**config.mk**
```make
export PLATFORM = sky130hd
export DESIGN_NAME = fust_bank
export DESIGN_NICKNAME = d
export VERILOG_FILES = /design/src/rtl/datapath_pkg.sv /design/src/rtl/rr_arbiter.sv /design/src/rtl/fust_bank.sv
export SDC_FILE = /design/constraint.sdc
export NUM_CORES = 1
export LEC_CHECK = 0
export BUFFER_PORTS_ARGS = -buffer_cell sky130_fd_sc_hd__buf_2
export CAP_MARGIN = 20
export CORE_MARGIN = 1.5
export CORE_UTILIZATION = 50
export DETAILED_ROUTE_END_ITERATION = 8
export GPL_ROUTABILITY_DRIVEN = 0
export PLACE_DENSITY = 0.7
export SYNTH_ARGS = -nofsm -noshare
export SYNTH_HDL_FRONTEND = slang
export SYNTH_SLANG_ARGS = --single-unit
```
**constraint.sdc**
```tcl
create_clock -name CLK -period 3.45 [get_ports CLK]
set_input_delay 0.1725 -clock CLK [delete_from_list [all_inputs] [get_ports CLK]]
set_output_delay 0.1725 -clock CLK [all_outputs]
set_load 0.005 [all_outputs]
```
**src/rtl/datapath_pkg.sv**
```systemverilog
`default_nettype none
// ============================================================================
// datapath_pkg : shared functional-unit status table types and constants
// Revision 1.0
// ============================================================================
package datapath_pkg;

  typedef enum logic [1:0] {
    FREE   = 2'd0,
    WAIT   = 2'd1,
    READY  = 2'd2,
    ISSUED = 2'd3
  } fust_state_t;

  localparam int FUST_TAG_W = 2;
  localparam int FUST_ROW_W = 32;

  typedef logic [FUST_TAG_W-1:0] fust_tag_t;

  typedef struct packed {
    logic [FUST_ROW_W-1:0] payload;
    fust_tag_t             t1;
    fust_tag_t             t2;
    fust_tag_t             t3;
  } fust_row_t;

  localparam fust_tag_t TAG_NONE = '0;

endpackage
`default_nettype wire

```
**src/rtl/rr_arbiter.sv**
```systemverilog
`default_nettype none
// ============================================================================
// rr_arbiter : round-robin pick of the first request at or above ptr (wrapping)
// Revision 1.0
// ============================================================================
module rr_arbiter #(
  parameter int N     = 4,
  parameter int IDX_W = $clog2(N)
) (
  input  logic [N-1:0]     req,
  input  logic [IDX_W-1:0] ptr,
  output logic             valid,
  output logic [N-1:0]     grant,
  output logic [IDX_W-1:0] idx
);

  logic [IDX_W-1:0] pos;
  logic             hit;

  // N is a power of two, so the IDX_W-bit add wraps for free
  always_comb begin
    grant = '0;
    idx   = '0;
    hit   = 1'b0;
    pos   = '0;
    for (int i = 0; i < N; i++) begin
      pos = ptr + IDX_W'(i);
      if (!hit && req[pos]) begin
        hit        = 1'b1;
        grant[pos] = 1'b1;
        idx        = pos;
      end
    end
  end

  assign valid = hit;

endmodule
`default_nettype wire

```
**src/rtl/fust_bank.sv**
```systemverilog
`default_nettype none
// ============================================================================
// fust_bank : multi-row functional-unit status table with round-robin issue
// Revision 1.0
// ============================================================================
module fust_bank
  import datapath_pkg::*;
#(
  parameter int  NUM_ROWS = 4,
  parameter int  TAG_W    = FUST_TAG_W,
  parameter int  ROW_W    = FUST_ROW_W,
  localparam int IDX_W    = $clog2(NUM_ROWS)
) (
  input  logic                CLK,
  input  logic                nRST,
  input  logic                dispatch_en,
  input  logic [ROW_W-1:0]    dispatch_row,
  input  logic [TAG_W-1:0]    dispatch_t1,
  input  logic [TAG_W-1:0]    dispatch_t2,
  input  logic [TAG_W-1:0]    dispatch_t3,
  output logic                full,
  output logic [IDX_W-1:0]    alloc_idx,
  input  logic                wb_valid,
  input  logic [TAG_W-1:0]    wb_tag,
  output logic                issue_valid,
  input  logic                issue_ready,
  output logic [IDX_W-1:0]    issue_idx,
  output logic [ROW_W-1:0]    issue_row,
  input  logic                done_en,
  input  logic [IDX_W-1:0]    done_idx,
  output logic [NUM_ROWS-1:0] busy_vec,
  output logic [NUM_ROWS-1:0] ready_vec,
  output logic [IDX_W:0]      occupancy
);

  localparam int CNT_W = IDX_W + 1;

  typedef logic [TAG_W-1:0] tag_t;
  typedef struct packed {
    logic [ROW_W-1:0] payload;
    tag_t             t1;
    tag_t             t2;
    tag_t             t3;
  } row_t;

  fust_state_t         row_state [NUM_ROWS];
  row_t                rows      [NUM_ROWS];
  logic [IDX_W-1:0]    rr_ptr;
  logic [NUM_ROWS-1:0] free_vec;
  logic [NUM_ROWS-1:0] grant;
  logic                wb_hit;
  logic                dispatch_fire;
  row_t                new_row;
  logic                new_ready;

  function automatic tag_t snoop(tag_t t, logic hit, tag_t wtag);
    return (hit && (t == wtag)) ? tag_t'(TAG_NONE) : t;
  endfunction

  function automatic logic tags_clear(row_t r);
    return (r.t1 == '0) && (r.t2 == '0) && (r.t3 == '0);
  endfunction

  for (genvar g = 0; g < NUM_ROWS; g++) begin : g_flags
    assign free_vec[g]  = (row_state[g] == FREE);
    assign busy_vec[g]  = (row_state[g] != FREE);
    assign ready_vec[g] = (row_state[g] == READY);
  end

  assign full = ~|free_vec;

  always_comb begin
    alloc_idx = '0;
    for (int i = NUM_ROWS - 1; i >= 0; i--) begin
      if (free_vec[i]) alloc_idx = IDX_W'(i);
    end
  end

  always_comb begin
    occupancy = '0;
    for (int i = 0; i < NUM_ROWS; i++) begin
      occupancy = occupancy + CNT_W'(busy_vec[i]);
    end
  end

  rr_arbiter #(.N(NUM_ROWS), .IDX_W(IDX_W)) u_arb (
    .req   (ready_vec),
    .ptr   (rr_ptr),
    .valid (issue_valid),
    .grant (grant),
    .idx   (issue_idx)
  );

  assign issue_row = issue_valid ? rows[issue_idx].payload : '0;

  // Incoming tags that match this cycle's writeback are stored already cleared
  assign wb_hit        = wb_valid && (wb_tag != tag_t'(TAG_NONE));
  assign dispatch_fire = dispatch_en && !full;

  always_comb begin
    new_row.payload = dispatch_row;
    new_row.t1      = snoop(dispatch_t1, wb_hit, wb_tag);
    new_row.t2      = snoop(dispatch_t2, wb_hit, wb_tag);
    new_row.t3      = snoop(dispatch_t3, wb_hit, wb_tag);
    new_ready       = tags_clear(new_row);
  end

  always_ff @(posedge CLK or negedge nRST) begin
    if (!nRST) begin
      rr_ptr <= '0;
      for (int i = 0; i < NUM_ROWS; i++) begin
        row_state[i] <= FREE;
        rows[i]      <= '0;
      end
    end else begin
      if (issue_valid && issue_ready) rr_ptr <= issue_idx + IDX_W'(1);
      for (int i = 0; i < NUM_ROWS; i++) begin
        if (dispatch_fire && (alloc_idx == IDX_W'(i))) begin
          rows[i]      <= new_row;
          row_state[i] <= new_ready ? READY : WAIT;
        end else begin
          rows[i].t1 <= snoop(rows[i].t1, wb_hit, wb_tag);
          rows[i].t2 <= snoop(rows[i].t2, wb_hit, wb_tag);
          rows[i].t3 <= snoop(rows[i].t3, wb_hit, wb_tag);
          // WAIT promotes one edge after its last tag was cleared
          case (row_state[i])
            WAIT:    if (tags_clear(rows[i])) row_state[i] <= READY;
            READY:   if (grant[i] && issue_ready) row_state[i] <= ISSUED;
            ISSUED:  if (done_en && (done_idx == IDX_W'(i))) row_state[i] <= FREE;
            default: ;
          endcase
        end
      end
    end
  end

endmodule
`default_nettype wire

```
* Yosys cells after proc, flatten, opt, wreduce, memory -nomap -nowiden
Index checks and enable logic that the tools add are counted.
Word-level totals: bits in registers 162, bits of input ports 48, output and inout bits 49
Operators by class: add/subtract/negate cells 7, magnitude comparators 9, equality and inequality tests 45, multiplexer cells 76, bitwise logic cells 4, reduce and logical (&&, ||, !) cells 98
Operator list (number):
- 2-bit two-way mux | 40
- 38-bit binary-select mux with 2-bit select | 1
- 38-bit two-way mux | 2
- 1-bit logical AND | 47
- 2-bit zero test | 21
- 3-bit inequality test (second input constant) | 12
- 2-bit nonzero test | 17
- 32-bit two-way mux | 1
- 2-bit equality test | 15
- 2-bit equality test (second input constant) | 12
- 6-bit two-way mux | 4
- 2-bit one-hot mux with 3 select lines | 4
- 4-bit two-way mux | 4
- 4-bit AND reduction | 4
- 4-bit nonzero test | 4
- 2-bit by 1-bit equality test with 1-bit output (second input constant) | 6
- 2-bit by 3-bit < comparator with 1-bit output (second input constant) | 4
- 1-bit two-way mux | 12
- 4-bit OR | 3
- 1-bit binary-select mux with 2-bit select | 4
- 1-bit demux with 2-bit select | 4
- 2-bit by 1-bit >= comparator with 1-bit output (second input constant) | 4
- 2-bit by 1-bit adder with 2-bit output (second input constant) | 2
- 2-bit adder (second input constant) | 2
- other kinds (7) | 10

* Longest topological paths before layout
depth in word-level cells 18, gate-level depth with buffers 11, depth with buffers taken out 8

* Hierarchy
Synthesis repeated with hierarchy kept, for this count alone.
Second synthesis, totals: cell total of the unflattened synthesis 756, area total of the unflattened synthesis 8448.1 µm²
Modules (own cells, without submodules):
- fust_bank | instances 1, cells each 711, area each 8026.4 µm², seq. area each 4053.9 µm²
- rr_arbiter | instances 1, cells each 45, area each 421.7 µm², seq. area each 0.0 µm²

* Least setup slack after synthesis
OpenSTA, ideal clock, no wires.
kind register to output, from register rr_ptr[0], to output port issue_row[22], arrival time 2629 ps, required time 3277 ps, slack 649 ps, stages on the path, launching flop included 12, path buffers 3, cell sequence dfrtp_1 inv_1 ha_1 clkbuf_1 inv_1 a31oi_1 a21oi_1 a221oi_2 buf_2 buf_2 mux2i_1 o22ai_1
On the way: word-level cells in the longest chain between the ends 17
Ends and longest elaborated chain:
- start: declaration | line fust_bank.sv:48 | logic [IDX_W-1:0] rr_ptr;
- start signal: assignment | line fust_bank.sv:116 | if (issue_valid && issue_ready) rr_ptr <= issue_idx + IDX_W'(1);
- parallel branches: the longest is 11 deep, another holds 2-bit by 1-bit adder with 2-bit output
- 2-bit two-way mux * | line rr_arbiter.sv:28 | if (!hit && req[pos]) begin
- named net issue_idx[1] | line fust_bank.sv:27 | output logic [IDX_W-1:0] issue_idx,
- 2-bit inverter with 3-bit output (not written as such) * | line fust_bank.sv:94 | assign issue_row = issue_valid ? rows[issue_idx].payload : '0;
- 38-bit binary-select mux with 2-bit select * | line fust_bank.sv:94
- 38-bit two-way mux (not written as such) * (2 in a row) | line fust_bank.sv:94
- 32-bit two-way mux * | line fust_bank.sv:94
- end: declaration | line fust_bank.sv:28 | output logic [ROW_W-1:0] issue_row,
Mark *: on every way through the listed nets, which the timed path passes. The select of a mux whose other input is x is not followed.

* Worst setup path in the final report
from register row_state[6] in the netlist's numbering, to output port issue_row[23]
On the way: word-level cells in the longest chain between the ends 18
Ends and longest elaborated chain:
- start: declaration | line fust_bank.sv:46 | fust_state_t row_state [NUM_ROWS];
- start signal: indexed assignment | line fust_bank.sv:120 | row_state[i] <= new_ready ? READY : WAIT;
- 2-bit equality test * | line fust_bank.sv:67 | assign ready_vec[g] = (row_state[g] == READY);
- 1-bit binary-select mux with 2-bit select | line rr_arbiter.sv:28
- 1-bit two-way mux (not written as such) | line rr_arbiter.sv:28
- 1-bit two-way mux | line rr_arbiter.sv:28
- 1-bit zero test | line rr_arbiter.sv:28
- 1-bit logical AND | line rr_arbiter.sv:28
- 1-bit two-way mux | line rr_arbiter.sv:28
- 1-bit zero test | line rr_arbiter.sv:28
- 1-bit logical AND | line rr_arbiter.sv:28
- 1-bit two-way mux | line rr_arbiter.sv:28
- 1-bit zero test | line rr_arbiter.sv:28
- 1-bit logical AND | line rr_arbiter.sv:28
- 2-bit two-way mux | line rr_arbiter.sv:28
- 2-bit inverter with 3-bit output (not written as such) | line fust_bank.sv:94
- 38-bit binary-select mux with 2-bit select | line fust_bank.sv:94
- 38-bit two-way mux (not written as such) (2 in a row) | line fust_bank.sv:94
- 32-bit two-way mux * | line fust_bank.sv:94
Every way passes the cells marked *; elsewhere a longest branch is shown, timed or not. The select of a mux whose other input is x is not followed.

==> flow_summary.toml <==
[outcome]
outcome = "finished, final reports clean"

[synth]
synthArstFlopShare = 1.00
synth-compound-area-share = 0.105
muxShareOfSynthArea = 0.170
main_combinational_cell_family_by_area_after_synthesis = "multiplexers"
syn-cell-area_sq_mm = 0.00838
synth_top_flop_cell = "sky130_fd_sc_hd__dfrtp_1"
netlist_instances = 846
yosys_register_bits = 162
synth-edff-count = 0
synth.yosys.warnings = 0
synth.lib_cells_used.distinct = 56
ys_seq_area_frac = 0.484
syn_avg_cell_area_sq_um = 9.91
syn-num-nets = 912
synthXorXnorAreaFrac = 0.0230
synth-adder-area-share = 0.0278
synth_simple_gate_area_share = 0.151

[critical_path]
rr_endpoint = "row_state[7]$_DFFE_PN0P_"
worst_setup_path_endpoint = "issue_row[23]"
r2r.worst_path.cells = 8
rrSetupSlack_ps = 720
critical_path.reg2reg.startpoint = "row_state[4]$_DFFE_PN0P_"
critical_path_arrival_ps = 3090
max_fanout_on_critical_path = 13
crit_start = "row_state[6]$_DFFE_PN0P_"
critical_path_endpoint_category = "output pin"
cp_data_required_time_ps = 3280
worst_setup_path_start_kind = "register"
critical_path_class = "reg -> out"

[timing]
hold_ws_ps = 10.8
hold_viol = 0
finalSetupTns_ps = 0
finalMaxSlewViolations = 0
final_critical_period_ps = 3270
timing.slew.headroom = 0.449
final.period_utilization = 0.947
final_report_setup_violation_count = 0
setup_repair_after_global_routing_missed_its_margin = "no"
timing_worst_slew_pin_value_ps = 825
fmax_mhz = 306
timing.final.ws_setup_ps = 183
worst_clock_skew_ps = 5.86

[floorplan]
die_span_in_y_microns = 132
num_rows = 47
floorplan.initialDensity = 0.509
die_x_microns = 132
floorplan_die_area_sq_mm = 0.0175
ioPinCount = 97
core_area_sq_mm = 0.0165

[cells_and_area]
antenna_cells = 0
synthToLayoutAreaGrowth_pct = 21.1
final_nets = 1037
drive_gt1_frac = 0.245
post_layout_nonfiller_instances = 1204

[clocking]
tritoncts.num_buffers = 17
clock-sinks = 162
post-cts-setup-buffers = 0
clock_latency_ps = 430
cts-root-to-sink-buffers = 2
clkSlewWorstSetupHoldPaths_ps = 70
ctsRootBufferMaster = "sky130_fd_sc_hd__clkbuf_16"
cts-htree-levels = 4
tritoncts_clock_tree = "done"

[min_path]
hold_depth = 3
hp-class = "in -> reg"

[pwr]
p_leak_nw = 4.99
irDropWorstVdd_uv = 713
pwr_density_cell_mw_per_mm2 = 1190
post-layout-total-power_mw = 12.0

[grt]
grt_start_max_net_pins = 79
grt_pass1_wl_mm = 34.0
initial_antenna_violation_count = 0
overflow = 0
first_global_vias = 6645
groute.usage.overall = 0.243

[drt]
vias = 6786
drt_first_iter_violations = 367
drt-wirelength-per-cell_microns = 16.9
vias_per_cell = 5.64
detail_route.drc_violations = 0
routed_wirelength_mm = 20.4
firstDrtPassIters = 5
final_antenna_net_count = 0

[placement]
dp_hpwl_mm = 12.8
preCtsSetupSlack_ps = 612
port-buffer-count = 96
placed_cells = 1140

[flow_run]
timing.max_cap.violations = 0
-- cell families after synthesis --
kind of cell / count (synthesis)
compound gates: 133
buf+inv: 82
flops: 162
simple gates: 297
xor+xnor: 22
fa+ha+maj: 18
mux: 132
-- where the power goes --
group          total, mW  internal [mW]  switching [mW]
clock network       1.93           1.16           0.771
registers           3.37           2.81           0.558
logic               6.75           3.12            3.64
-- flip-flops by register name (all words and copies together) (netlist names) --
signal / count
row_state: 8
rows: 152
rr_ptr: 2
-- layout by cell type (no fill, tap or decap), types with 3 or more instances in the layout --
cell type                         n
sky130_fd_sc_hd__a211oi_1         4
sky130_fd_sc_hd__a21oi_1          8
sky130_fd_sc_hd__a221o_2          3
sky130_fd_sc_hd__a221oi_1         3
sky130_fd_sc_hd__a31oi_1          3
sky130_fd_sc_hd__and2_1           4
sky130_fd_sc_hd__and3_1           7
sky130_fd_sc_hd__buf_12           3
sky130_fd_sc_hd__buf_2           95
sky130_fd_sc_hd__buf_4           27
sky130_fd_sc_hd__bufinv_16        3
sky130_fd_sc_hd__clkbuf_16       17
sky130_fd_sc_hd__clkinv_2         3
sky130_fd_sc_hd__dfrtp_1        162
sky130_fd_sc_hd__dlygate4sd3_1   32
sky130_fd_sc_hd__ha_1            16
sky130_fd_sc_hd__inv_1           29
sky130_fd_sc_hd__inv_6            3
sky130_fd_sc_hd__mux2_2          64
sky130_fd_sc_hd__mux2i_1         66
sky130_fd_sc_hd__nand2_1        226
sky130_fd_sc_hd__nand2b_1         5
sky130_fd_sc_hd__nand3_1         17
sky130_fd_sc_hd__nand3_2          3
sky130_fd_sc_hd__nor2_1           9
sky130_fd_sc_hd__nor2b_1          5
sky130_fd_sc_hd__nor4_1           4
sky130_fd_sc_hd__o211ai_1         9
sky130_fd_sc_hd__o21ai_0         37
sky130_fd_sc_hd__o22ai_1         46
sky130_fd_sc_hd__xnor2_1          9
sky130_fd_sc_hd__xor2_1          13
-- stage by stage --
step	area (sq um)	utilization
2_1_floorplan	8380	-
3_3_place_gp	9220	0.560
3_5_place_dp	9220	0.560
4_1_cts	10100	0.616
5_1_grt	10200	0.616
6_report	10200	0.616
-- cell usage after synthesis (2+ instances only) --
cell	count	area, sq um
sky130_fd_sc_hd__mux2i_1	66	661
sky130_fd_sc_hd__nand3_1	20	100
sky130_fd_sc_hd__ha_1	17	213
sky130_fd_sc_hd__a211oi_1	5	37.5
sky130_fd_sc_hd__clkbuf_1	40	150
sky130_fd_sc_hd__o21ai_0	37	185
sky130_fd_sc_hd__nand4b_1	2	17.5
sky130_fd_sc_hd__or4_1	2	15.0
sky130_fd_sc_hd__a21oi_1	8	40.0
sky130_fd_sc_hd__dfrtp_1	162	4050
sky130_fd_sc_hd__a221o_1	2	20.0
sky130_fd_sc_hd__o22ai_1	46	288
sky130_fd_sc_hd__nor4_1	4	25.0
sky130_fd_sc_hd__o31ai_1	2	15.0
sky130_fd_sc_hd__buf_1	3	11.3
sky130_fd_sc_hd__buf_2	7	35.0
sky130_fd_sc_hd__nor2b_1	6	37.5
sky130_fd_sc_hd__and3_1	7	43.8
sky130_fd_sc_hd__mux4_2	2	45.0
sky130_fd_sc_hd__o221a_2	2	22.5
sky130_fd_sc_hd__and2_1	4	25.0
sky130_fd_sc_hd__a32oi_1	2	17.5
sky130_fd_sc_hd__nor3b_1	2	15.0
sky130_fd_sc_hd__nor2_1	9	33.8
sky130_fd_sc_hd__or2_2	2	12.5
sky130_fd_sc_hd__o211ai_1	9	67.6
sky130_fd_sc_hd__inv_1	29	109
sky130_fd_sc_hd__a31oi_1	3	18.8
sky130_fd_sc_hd__nand2_1	226	848
sky130_fd_sc_hd__xnor2_1	9	78.8
sky130_fd_sc_hd__a221oi_1	3	26.3
sky130_fd_sc_hd__mux2_2	64	721
sky130_fd_sc_hd__a221o_2	3	33.8
sky130_fd_sc_hd__xor2_1	13	114
sky130_fd_sc_hd__nand2b_1	6	37.5
sky130_fd_sc_hd__nor3_1	2	10.0
-- layout make-up --
type / instances / area, sq um
clock buffer: 20 / 447
inverter: 30 / 118
multi-input combinational: 602 / 4030
clock inverter: 12 / 155
fill: 1372 / 6310
tap: 220 / 275
sequential: 162 / 4050
timing repair buffer: 158 / 1070
-- routing by layer --
layer  track usage  wire (microns)  share of wire  up-vias
met5             0               0              0        -
met4        0.0672             357          0.017        0
met3        0.0579             935          0.046       34
met2         0.392            9910           0.49      170
met1         0.332            9200           0.45     3395
li1              -               -              -     3187
-- timing repair --
action	CTS	global route
setup endpoints to repair	0	23
hold endpoints to repair	133	0
hold buffers	32	0
gates resized for setup	0	2
-- worst min path at each step --
stage	startpoint	end	slack, ps
after floorplan	nRST	row_state[0]$_DFFE_PN0P_	-120
after global placement	nRST	rows[146]$_DFFE_PN0P_	260
after detailed placement	nRST	rows[146]$_DFFE_PN0P_	270
after CTS	dispatch_row[25]	rows[145]$_DFFE_PN0P_	7
after global routing	dispatch_row[25]	rows[31]$_DFFE_PN0P_	20
final	dispatch_row[25]	rows[145]$_DFFE_PN0P_	10
-- worst max-delay path, stage by stage (launching register included) --
cell,delay (ps)
sky130_fd_sc_hd__dfrtp_1,440
sky130_fd_sc_hd__inv_1,110
sky130_fd_sc_hd__ha_1,280
sky130_fd_sc_hd__mux4_2,520
sky130_fd_sc_hd__a21oi_1,170
sky130_fd_sc_hd__o221a_2,220
sky130_fd_sc_hd__nand2_1,230
sky130_fd_sc_hd__buf_4,300
sky130_fd_sc_hd__o22ai_1,230
sky130_fd_sc_hd__buf_2,160
(Power assumes the default switching activity.)
